--- config.mk ---
export PLATFORM = sky130hd
export DESIGN_NAME = pmem_port_arbiter
export DESIGN_NICKNAME = d
export VERILOG_FILES = /design/src/rtl/pmem_pkg.sv /design/src/rtl/pmem_starve_timer.sv /design/src/rtl/pmem_port_arbiter.sv
export SDC_FILE = /design/constraint.sdc
export NUM_CORES = 1
export LEC_CHECK = 0
export CORE_AREA = 10 10 80 133
export DETAILED_ROUTE_END_ITERATION = 8
export DIE_AREA = 0 0 90 143
export PLACE_DENSITY = 0.8
export REMOVE_ABC_BUFFERS = 1
export SYNTH_ARGS = -nofsm -noshare
export SYNTH_HDL_FRONTEND = slang
export SYNTH_SLANG_ARGS = --single-unit
--- constraint.sdc ---
create_clock -name clk -period 2.6 [get_ports clk]
set_input_delay 0.78 -clock clk [delete_from_list [all_inputs] [get_ports clk]]
set_output_delay 0.78 -clock clk [all_outputs]
set_load 0.1 [all_outputs]
--- src/rtl/pmem_pkg.sv ---
// Shared types and constants for the program-memory port arbiter.
// No logic of its own; the address-legality helper is pure combinational.
// No backpressure.
package pmem_pkg;

   typedef enum logic {
      BOOT = 1'b0,
      RUN  = 1'b1
   } pmem_state_t;

   localparam logic [31:0] NOP_INSTR       = 32'h0000_0013;
   localparam int unsigned DEPTH_WORDS_DEF = 256;

   // Word-aligned and inside the memory. The word index is compared instead of
   // the byte address, so 4*depth cannot overflow.
   function automatic logic addr_legal(input logic [31:0] addr, input int unsigned depth);
      return (addr[1:0] == 2'b00) && ({2'b00, addr[31:2]} < depth);
   endfunction

endpackage

--- src/rtl/pmem_starve_timer.sv ---
// Saturating count of consecutive cycles in which a load was held off by fetch.
// One-cycle update; sat is a decode of the registered count.
// No backpressure; clr has priority over inc.
module pmem_starve_timer #(
   parameter int unsigned MAX_WAIT = 4
) (
   input  logic clk,
   input  logic reset_n,
   input  logic clr,
   input  logic inc,
   output logic sat
);

   localparam int unsigned W = $clog2(MAX_WAIT + 1);

   logic [W-1:0] count;

   assign sat = (count == W'(MAX_WAIT));

   // Count stalled cycles; hold once saturated until cleared.
   always_ff @(posedge clk or negedge reset_n) begin
      if (!reset_n) begin
         count <= '0;
      end else if (clr) begin
         count <= '0;
      end else if (inc && !sat) begin
         count <= count + 1'b1;
      end
   end

endmodule

--- src/rtl/pmem_port_arbiter.sv ---
// Shares the single-port program memory between fetch (read) and loader (write).
// Fetch data returns 1 cycle after accept; a load write happens in its grant cycle.
// Fetch wins in RUN; a load that has been starved MAX_WAIT cycles is forced through.
module pmem_port_arbiter
   import pmem_pkg::*;
#(
   parameter int unsigned DEPTH_WORDS = DEPTH_WORDS_DEF,
   parameter int unsigned MAX_WAIT    = 4
) (
   input  logic        clk,
   input  logic        reset_n,
   input  logic        boot_done,
   input  logic        boot_start,
   input  logic        fetch_req,
   input  logic [31:0] fetch_addr,
   output logic        fetch_ready,
   output logic        fetch_rvalid,
   output logic [31:0] fetch_rdata,
   output logic        fetch_err,
   input  logic        load_valid,
   input  logic [31:0] load_addr,
   input  logic [31:0] load_data,
   output logic        load_ready,
   output logic        load_err,
   output logic        boot_active,
   output logic [31:0] mem_byte_address,
   output logic        mem_write_enable,
   output logic [31:0] mem_write_data,
   input  logic [31:0] mem_read_data
);

   pmem_state_t state;
   logic        in_run;
   logic        starved;
   logic        fetch_acc;
   logic        load_hs;
   logic        starve_clr;
   logic        starve_inc;

   assign in_run = (state == RUN);

   // A starved load takes the port for one cycle and fetch is held off;
   // otherwise fetch always wins in RUN and the loader owns the port in BOOT.
   assign fetch_ready = in_run && !starved;
   assign load_ready  = !in_run || starved || !fetch_req;

   assign fetch_acc = fetch_req && fetch_ready;
   assign load_hs   = load_valid && load_ready;

   // Only a legal handshaken load writes; an illegal one still completes and
   // is flagged one cycle later. Reset blocks any write while it is asserted.
   assign mem_byte_address = load_hs ? load_addr : fetch_addr;
   assign mem_write_data   = load_data;
   assign mem_write_enable = reset_n && load_hs && addr_legal(load_addr, DEPTH_WORDS);

   // The count only means something while fetch competes with the loader in RUN.
   assign starve_clr = !in_run || boot_start || !load_valid || load_ready;
   assign starve_inc = in_run && load_valid && !load_ready;

   pmem_starve_timer #(
      .MAX_WAIT (MAX_WAIT)
   ) u_starve_timer (
      .clk     (clk),
      .reset_n (reset_n),
      .clr     (starve_clr),
      .inc     (starve_inc),
      .sat     (starved)
   );

   // Boot FSM: boot_start in RUN beats a simultaneous boot_done.
   always_ff @(posedge clk or negedge reset_n) begin
      if (!reset_n) begin
         state       <= BOOT;
         boot_active <= 1'b1;
      end else begin
         case (state)
            BOOT: begin
               if (boot_done) begin
                  state       <= RUN;
                  boot_active <= 1'b0;
               end
            end
            RUN: begin
               if (boot_start) begin
                  state       <= BOOT;
                  boot_active <= 1'b1;
               end
            end
            default: begin
               state       <= BOOT;
               boot_active <= 1'b1;
            end
         endcase
      end
   end

   // Fetch response: capture memory data on accept, NOP plus error for a bad
   // address; data holds between responses.
   always_ff @(posedge clk or negedge reset_n) begin
      if (!reset_n) begin
         fetch_rvalid <= 1'b0;
         fetch_rdata  <= NOP_INSTR;
         fetch_err    <= 1'b0;
      end else if (fetch_acc) begin
         fetch_rvalid <= 1'b1;
         if (addr_legal(fetch_addr, DEPTH_WORDS)) begin
            fetch_rdata <= mem_read_data;
            fetch_err   <= 1'b0;
         end else begin
            fetch_rdata <= NOP_INSTR;
            fetch_err   <= 1'b1;
         end
      end else begin
         fetch_rvalid <= 1'b0;
         fetch_err    <= 1'b0;
      end
   end

   // One-cycle pulse after a load that completed without writing.
   always_ff @(posedge clk or negedge reset_n) begin
      if (!reset_n) begin
         load_err <= 1'b0;
      end else begin
         load_err <= load_hs && !addr_legal(load_addr, DEPTH_WORDS);
      end
   end

endmodule

## Yosys cells after proc, flatten, opt, wreduce, memory -nomap -nowiden

Cells that the tools add are included.

| word-level totals | value |
|---|---|
| flip-flop bits (word level) | 40 |
| bits in latches | 0 |
| RAM bits | 0 |
| bits in read-only memories | 0 |
| input bits | 134 |
| output and inout bits | 103 |
| logic and storage cells | 53 |
| memories kept | 0 |

| operators by class | value |
|---|---|
| add/sub/neg operators | 1 |
| $mul | 0 |
| div/mod/pow operators | 0 |
| magnitude comparators | 2 |
| eq/ne operators | 3 |
| shifts and indexed selects | 0 |
| muxes and demuxes | 13 |
| bitwise gates (word level) | 1 |
| reductions and logical operators | 26 |

Operators by type and width:

| operator | number |
|---|---|
| two-way mux 32 bit | 2 |
| < comparator 30 x 9 -> 1 bit, second input constant | 2 |
| logical AND 1 bit | 11 |
| two-way mux 1 bit | 7 |
| zero test 1 bit | 6 |
| two-way mux 3 bit | 2 |
| logical OR 1 bit | 5 |
| zero test 2 bit | 2 |
| != test 2 bit, second input constant | 2 |
| one-hot mux 1 bit (2 select lines) | 2 |
| adder 3 x 1 -> 3 bit, second input constant | 1 |
| == test 3 bit, second input constant | 1 |
| AND reduction 2 bit | 1 |
| nonzero test 2 bit | 1 |
| NOT 1 bit | 1 |

## Depth between registers and ports, before layout

Gate-level depths: netlist of run 1.

| logic depth | value |
|---|---|
| depth after elaboration | 8 |
| mapped depth | 6 |
| mapped depth without buffers | 6 |

## Cells and area by module

Synthesis of run 1 repeated with hierarchy kept, for this count alone.

| second synthesis, totals | value |
|---|---|
| cells, all modules | 266 |
| area, all modules | 2583.7 sq um |

By module, submodules not included:

| module | instances | cells each | area each (sq um) | seq. area each (sq um) |
|---|---|---|---|---|
| pmem_port_arbiter | 1 | 248 | 2391.0 | 930.9 |
| pmem_starve_timer | 1 | 18 | 192.7 | 75.1 |

## Worst setup path after synthesis of run 1

OpenSTA, ideal clock, no wires.

| timing path | value |
|---|---|
| path type | input -> output |
| from | input port fetch_req |
| to | output port mem_write_enable |
| data arrival time | 3.415 ns |
| data required time | 1.820 ns |
| slack | -1.595 ns |
| stages | 4 |
| buffers on the path | 2 |
| cell sequence | clkbuf_1 -> clkbuf_1 -> a211o_1 -> nor3_1 |

| between the ends | value |
|---|---|
| word-level cells in the longest chain between the ends | 5 |

Ends and longest elaborated chain:

| item | line | source |
|---|---|---|
| from (decl) | pmem_port_arbiter.sv:14 | `input logic fetch_req,` |
| zero test 1 bit | pmem_port_arbiter.sv:45 | `assign load_ready = !in_run \|\| starved \|\| !fetch_req;` |
| logical OR 1 bit | pmem_port_arbiter.sv:45 |  |
| logical AND 1 bit | pmem_port_arbiter.sv:48 | `assign load_hs = load_valid && load_ready;` |
| logical AND 1 bit (2 in series) | pmem_port_arbiter.sv:54 | `assign mem_write_enable = reset_n && load_hs && addr_legal(load_addr, DEPTH_WORDS);` |
| to (decl) | pmem_port_arbiter.sv:27 | `output logic mem_write_enable,` |

Every way passes these cells.

## Final worst setup path of run 1

| timing path | value |
|---|---|
| from | register u_starve_timer.count[0] |
| to | output port mem_byte_address[6] |

| between the ends | value |
|---|---|
| word-level cells in the longest chain between the ends | 5 |

Ends and longest elaborated chain:

| item | line | source |
|---|---|---|
| from (decl) | pmem_starve_timer.sv:16 | `logic [W-1:0] count;` |
| from (signal assigned) | pmem_starve_timer.sv:27 | `count <= count + 1'b1;` |
| == test 3 bit | pmem_starve_timer.sv:18 | `assign sat = (count == W'(MAX_WAIT));` |
| logical OR 1 bit (2 in series) | pmem_port_arbiter.sv:45 |  |
| logical AND 1 bit | pmem_port_arbiter.sv:48 |  |
| two-way mux 32 bit | pmem_port_arbiter.sv:52 | `assign mem_byte_address = load_hs ? load_addr : fetch_addr;` |
| to (decl) | pmem_port_arbiter.sv:26 | `output logic [31:0] mem_byte_address,` |

Every way passes these cells.

==> results of run 1 <==
[how the worst max path moves through the flow]
stage / depth (start not counted) / end / slack, ns / startpoint
2_1_floorplan: 5 / mem_write_enable / -1.47 / u_starve_timer.count[0]$_DFFE_PN0P_
4_1_cts: 9 / mem_byte_address[18] / -0.14 / u_starve_timer.count[1]$_DFFE_PN0P_
3_3_place_gp: 5 / mem_byte_address[22] / -0.50 / fetch_req
5_1_grt: 8 / mem_byte_address[22] / -0.17 / u_starve_timer.count[0]$_DFFE_PN0P_
3_5_place_dp: 7 / mem_write_enable / -0.51 / load_addr[30]
6_report: 8 / mem_byte_address[6] / -0.12 / u_starve_timer.count[0]$_DFFE_PN0P_
[stage by stage]
stage | util, % | total power, µW | TNS (ns) | setup slack, ns
CTS | 58.0 | 2290 | -4.27 | -0.144
detailed placement | 53.7 | 1640 | -14.69 | -0.514
finish | 58.7 | 2270 | -2.40 | -0.118
global placement | 53.7 | 1630 | -15.37 | -0.501
floorplan | - | 1170 | -60.66 | -1.47
global route | 58.7 | 2350 | -4.34 | -0.168
[cells in the final DEF (no fill, tap or decap), types with 6 or more instances in the layout]
cell / instances
a32o_1: 29
and3_1: 29
buf_12: 40
buf_4: 55
clkbuf_16: 6
clkdlybuf4s15_1: 11
clkdlybuf4s50_1: 74
dfrtp_1: 36
dlygate4sd2_1: 8
inv_1: 7
mux2_4: 28
[registers in the layout, indices dropped and copies added, names as in the netlist]
register	cells
fetch_rdata	32
u_starve_timer.count	3
fetch_err	1
in_run	1
boot_active	1
load_err	1
fetch_rvalid	1
[final cells by class]
type / count / share of cell area, %
clock buffer: 7 / 2.72
clock inverter: 1 / 0.103
inverter: 10 / 0.769
multi-input combinational: 130 / 26.7
sequential: 40 / 20.6
tap: 115 / 2.95
timing repair buffer: 200 / 46.2
[power groups by stage]
stage                     Sequential (µW)  Combinational (µW)  Clock, µW
after global routing                  639                1090        619
after floorplan                       693                 480          0
after global placement                649                 985          0
after detailed placement              649                 995          0
final                                 638                1050        574
after CTS                             638                1050        600
[metal layers]
metal	track usage, %	part of all wire, %	vias up
li1	-	-	1154
met1	17.3	34	1255
met2	27.7	46	199
met3	14.0	18	18
met4	6.23	2.3	0
met5	0	0	-
[worst max-delay path, delay by kind of cell, from the launching register on]
| kind | cells | cell delay [ns] |
|---|---|---|
| multiplexers | 1 | 0.36 |
| buffers and inverters | 4 | 0.52 |
| adder cells (fa/ha/maj) | 1 | 0.14 |
| AO/OA/AOI/OAI | 2 | 0.23 |
| flip-flops | 1 | 0.38 |
[cell families (layout without fill, tap and decap cells)]
group | after synthesis | count (layout) | synth area share (%)
buffers and inverters | 62 | 218 | 15.5
AND/OR/NAND/NOR | 53 | 53 | 13.5
AO/OA/AOI/OAI | 41 | 41 | 15.2
flip-flops | 40 | 40 | 39.8
multiplexers | 33 | 33 | 14.6
adder cells (fa/ha/maj) | 2 | 2 | 0.989
XOR/XNOR | 1 | 1 | 0.346
[what timing repair did]
action	CTS	global route
buffers inserted	9	2
endpoints found under the setup margin	34	34
cloned	2	1
gates resized for setup	83	27
hold endpoints to repair	0	0
pin swaps	13	5
==> impl_metrics.env, run 1 <==
export IMPL_status="finished, violations left"
export IMPL_violations="setup timing"
export IMPL_powerDensity_nw_per_um2=464
export IMPL_drtIter0Drc=148
export IMPL_p_leak_uw=0.00231
export IMPL_cp_slowest_stage_delay_ns=0.38
export IMPL_cp_max_fo=9
export IMPL_fillers=667
export IMPL_synth_cells=232
export IMPL_synth_top_area_cell="dfrtp_1"
export IMPL_start_kind="register"
export IMPL_viasPerCell=5.22
export IMPL_cts_made_buffers=5
export IMPL_placed_cells=484
export IMPL_synth_most_common_cell="dfrtp_1"
export IMPL_fmax_mhz=368
export IMPL_gp_routability_congestion=0.854
export IMPL_seqPwrFrac_pct=28.2
export IMPL_clockBufferDepth=2
export IMPL_wirelength_um=12000
export IMPL_cts_sinks=40
export IMPL_synth_edf_count=0
export IMPL_drtAntennaViolNets=0
export IMPL_ctsHoldBuffers=0
export IMPL_p_switching_uw=834
export IMPL_initial_utilization_pct=30.4
export IMPL_dieArea_um2=12900
export IMPL_rsz0062_at_grt="true"
export IMPL_nets=523
export IMPL_p_int_uw=1430
export IMPL_path_clk_slew_ns=0.06
export IMPL_area_growth_pct=93.1
export IMPL_required_ns=1.82
export IMPL_hold_depth=1
export IMPL_seqCellArea_um2=1010
export IMPL_grt_pass1_vias=2989
export IMPL_slew_headroom_pct=66.0
export IMPL_setup_viol=33
export IMPL_clock_skew_final_ns=0.00973
export IMPL_grt_overflow=0
export IMPL_grt_max_degree=41
export IMPL_avgSynthCellArea_um2=10.9
export IMPL_antennaDiodeCount=0
export IMPL_hold_viol=0
export IMPL_multi_input_area_um2=1300
export IMPL_die_h_um=143
export IMPL_tightest_slew_ns=0.511
export IMPL_synthesis_area_um2=2530
export IMPL_finalCriticalPeriod_ns=2.72
export IMPL_place_hpwl_um=9480
export IMPL_synth_main_ff_cell="dfrtp_1"
export IMPL_layout_drive_gt1_share_pct=42.3
export IMPL_synth_top_area_share_pct=35.6
export IMPL_ir_drop_mv=0.286
export IMPL_antenna_found_initial=0
export IMPL_vias=2626
export IMPL_num_io_pins=237
export IMPL_power_frac_comb_pct=46.5
export IMPL_arrival_ns=1.94
export IMPL_holdPathEnd="fetch_rdata[2]$_DFFE_PN0P_"
export IMPL_grt_pass1_wl_um=17800
export IMPL_cpMaxStageDelayCell="dfrtp_1"
export IMPL_drc=0
export IMPL_max_cap_viol_count=0
export IMPL_p_sw_share_pct=36.8
export IMPL_reg2reg_slack_ns=0.64
export IMPL_critPathKind="reg2out"
export IMPL_htree_levels=2
export IMPL_row_count=44
export IMPL_min_from="fetch_rdata[2]$_DFFE_PN0P_"
export IMPL_reg2reg_depth=9
export IMPL_yosys_top_cells_area="dfrtp_1 (36%), mux2_2 (14%), a32o_1 (11%), buf_4 (10%), and3_1 (7.2%)"
export IMPL_hold_path_class="reg2reg"
export IMPL_final_area_um2=4880
export IMPL_clk_latency_ns=0.28
export IMPL_async_flop_share_pct=100
export IMPL_reg2reg_to="fetch_rdata[1]$_DFFE_PN1P_"
export IMPL_synth_common_cells="dfrtp_1 (36), buf_4 (35), mux2_2 (32)"
export IMPL_track_usage_pct=17.7
export IMPL_synth_yosys_seq_area_share_pct=39.8
export IMPL_first_pass_iters=4
export IMPL_instances_no_fill=503
export IMPL_pwr_share_clk_pct=25.3
export IMPL_cts_tree="built"
export IMPL_ys_ff_latch=40
export IMPL_cp_cell_sequence="inv_2, ha_4, a21boi_4, a21oi_4, buf_6, buf_12, mux2_2, buf_12"
export IMPL_die_x_um=90
export IMPL_maxSlewViolCount=0
export IMPL_port_buffers=172
export IMPL_r2r_start="u_starve_timer.count[0]$_DFFE_PN0P_"
export IMPL_core_area_um2=8310
export IMPL_root_buffer="clkbuf_16"
export IMPL_critPathMostFrequentCell="buf_12"
export IMPL_wl_per_cell_um=23.9
export IMPL_whs_ns=0.488
export IMPL_end_kind="primary output"
export IMPL_yosys_warnings=0
export IMPL_finalCritPeriodShare_pct=105
export IMPL_yosysUniqueCellTypes=29
export IMPL_placed_cell_area_um2=4460
export IMPL_fin_ws_ns=-0.118
Note: power is estimated with default switching activity, not from simulation.
==> run 2: changes to the inputs <==
- CORE_AREA: 10 10 80 133 -> 2 2 72 125
- DIE_AREA: 0 0 90 143 -> 0 0 74 127
==> run 2 against run 1 <==
Effect of this change: final cell count increased by 0.20%; the flow still finishes with violations (setup timing); non-clock buffer count increased by 2; clock skew decreased by 0.0032 ns; combinational power about the same; setup slack improved by 0.0045 ns; flip-flop and latch count unchanged; sequential power about the same; count of clock-buffer cells in the layout decreased by 1; fmax increased by 0.17%.
==> impl_metrics.env, run 2 (synthesis results as in run 1) <==
export IMPL_ir_drop_mv=0.279
export IMPL_path_clk_slew_ns=0.06
export IMPL_antennaDiodeCount=0
export IMPL_wl_met2_um=5140
export IMPL_reg_largest_list="fetch_rdata (32), u_starve_timer.count (3)"
export IMPL_cp_cell_sequence="inv_2, ha_4, a21boi_4, a21oi_4, buf_6, buf_16, mux2_4, buf_12"
export IMPL_violations="setup timing"
export IMPL_placed_cells=485
export IMPL_reg2reg_slack_ns=0.70
export IMPL_seqCellArea_um2=1010
export IMPL_cp_max_fo=6
export IMPL_clockBufferDepth=2
export IMPL_htree_levels=2
export IMPL_drtAntennaViolNets=0
export IMPL_clock_skew_final_ns=0.00657
export IMPL_vias=2620
export IMPL_hold_path_class="reg2reg"
export IMPL_status="finished, violations left"
export IMPL_cts_made_buffers=5
export IMPL_top_register="fetch_rdata"
export IMPL_p_total_uw=2280
export IMPL_place_hpwl_um=7580
export IMPL_crit_family="buffers and inverters"
export IMPL_dieArea_um2=9400
export IMPL_grt_pass1_wl_um=15500
export IMPL_wl_met3_um=1340
export IMPL_final_cell_mix="clkdlybuf4s50_1 (74), buf_4 (55), buf_12 (39), dfrtp_1 (36), mux2_4 (32)"
export IMPL_maxSlewViolCount=0
export IMPL_cpMaxStageDelayCell="dfrtp_1"
export IMPL_layout_drive_gt1_share_pct=43.7
export IMPL_track_usage_pct=21.9
export IMPL_cp_slowest_stage_delay_ns=0.38
export IMPL_endpoint="mem_byte_address[3]"
export IMPL_worst_path_buf_inv=4
export IMPL_gp_routability_congestion=0.793
export IMPL_hold_viol=0
export IMPL_grt_overflow=0
export IMPL_slew_headroom_pct=66.2
export IMPL_reg2reg_to="fetch_rdata[1]$_DFFE_PN1P_"
export IMPL_final_area_um2=4950
export IMPL_clk_latency_ns=0.28
export IMPL_nets=525
export IMPL_fmax_mhz=369
export IMPL_first_pass_iters=4
export IMPL_row_count=44
export IMPL_drc=0
export IMPL_die_h_um=127
export IMPL_cp_startpoint="u_starve_timer.count[1]$_DFFE_PN0P_"
export IMPL_port_buffers=172
export IMPL_root_buffer="clkbuf_16"
export IMPL_grt_max_degree=41
export IMPL_finalCriticalPeriod_ns=2.71
export IMPL_r2r_start="u_starve_timer.count[1]$_DFFE_PN0P_"
export IMPL_max_cap_viol_count=0
export IMPL_final_common_cell="clkdlybuf4s50_1"
export IMPL_arrival_ns=1.93
export IMPL_die_x_um=74
export IMPL_reg2reg_depth=9
export IMPL_wirelength_um=10300
export IMPL_wl_per_cell_um=20.5
export IMPL_start_kind="register"
export IMPL_grt_pass1_vias=2853
export IMPL_setup_viol=33
export IMPL_end_kind="primary output"
export IMPL_multi_input_area_um2=1330
export IMPL_p_leak_uw=0.00236
export IMPL_initial_utilization_pct=30.4
export IMPL_cts_tree="built"
export IMPL_num_io_pins=237
export IMPL_wl_met1_um=3610
export IMPL_critPathKind="reg2out"
export IMPL_cp_depth=8
export IMPL_instances_no_fill=504
export IMPL_required_ns=1.82
export IMPL_tightest_slew_ns=0.508
export IMPL_antenna_found_initial=0
export IMPL_area_growth_pct=95.9
export IMPL_highest_layer="met5"
export IMPL_placed_cell_area_um2=4480
export IMPL_cts_sinks=40
export IMPL_rsz0062_at_grt="true"
export IMPL_largest_register_ffs=32
export IMPL_finalCritPeriodShare_pct=104
export IMPL_fin_ws_ns=-0.113
export IMPL_drtIter0Drc=79
export IMPL_powerDensity_nw_per_um2=460
export IMPL_fillers=653
export IMPL_core_area_um2=8310
export IMPL_viasPerCell=5.20
-- run 2: stage by stage --
step	util (%)	setup TNS, ns	hold WS (ns)	setup slack [ns]
after floorplan	-	-60.66	0.432	-1.47
after global placement	53.8	-15.18	0.449	-0.615
after detailed placement	53.8	-15.57	0.466	-0.619
after CTS	59.0	-3.37	0.496	-0.114
after global routing	59.6	-5.69	0.510	-0.189
final	59.6	-3.31	0.492	-0.113
-- run 2: layout make-up --
class,count,share of cell area [%]
repair buffers,202,46.5
clock buffers,6,2.60
multi-input cells,130,26.8
flip-flops and latches,40,20.3
inverters,10,0.758
clock inverters,1,0.101
well taps,115,2.90
-- run 2: timing repair --
item / 4_1_cts / 5_1_grt
hold endpoints to repair: 0 / 0
resized for setup: 113 / 8
hold buffers: 0 / 0
gates cloned: 3 / 1
setup buffers: 7 / 2
endpoints found under the setup margin: 34 / 34
pin swaps: 12 / 1
-- run 2: worst min-delay path by stage --
stage	start	to	slack, ns	cells past startpoint
global route	fetch_rdata[16]$_DFFE_PN0P_	fetch_rdata[16]$_DFFE_PN0P_	0.51	1
finish	fetch_rdata[25]$_DFFE_PN0P_	fetch_rdata[25]$_DFFE_PN0P_	0.49	1
detailed placement	u_starve_timer.count[0]$_DFFE_PN0P_	u_starve_timer.count[0]$_DFFE_PN0P_	0.47	1
global placement	u_starve_timer.count[0]$_DFFE_PN0P_	u_starve_timer.count[0]$_DFFE_PN0P_	0.45	1
CTS	fetch_rdata[25]$_DFFE_PN0P_	fetch_rdata[25]$_DFFE_PN0P_	0.50	1
floorplan	u_starve_timer.count[0]$_DFFE_PN0P_	u_starve_timer.count[0]$_DFFE_PN0P_	0.43	1
-- run 2: power by group --
group / switching, µW / total (µW) / leakage (µW) / internal [µW]
combinational: 610 / 1080 / 0.00175 / 465
sequential: 5.57 / 639 / 0.000539 / 633
clock: 218 / 566 / 0.0000667 / 348
total: 834 / 2280 / 0.00236 / 1450
-- run 2: per-layer routing --
metal,GRT usage [%],up-vias
met2,35.8,199
met3,12.0,17
met4,6.84,2
met1,23.8,1248
met5,2.34,-
li1,-,1154
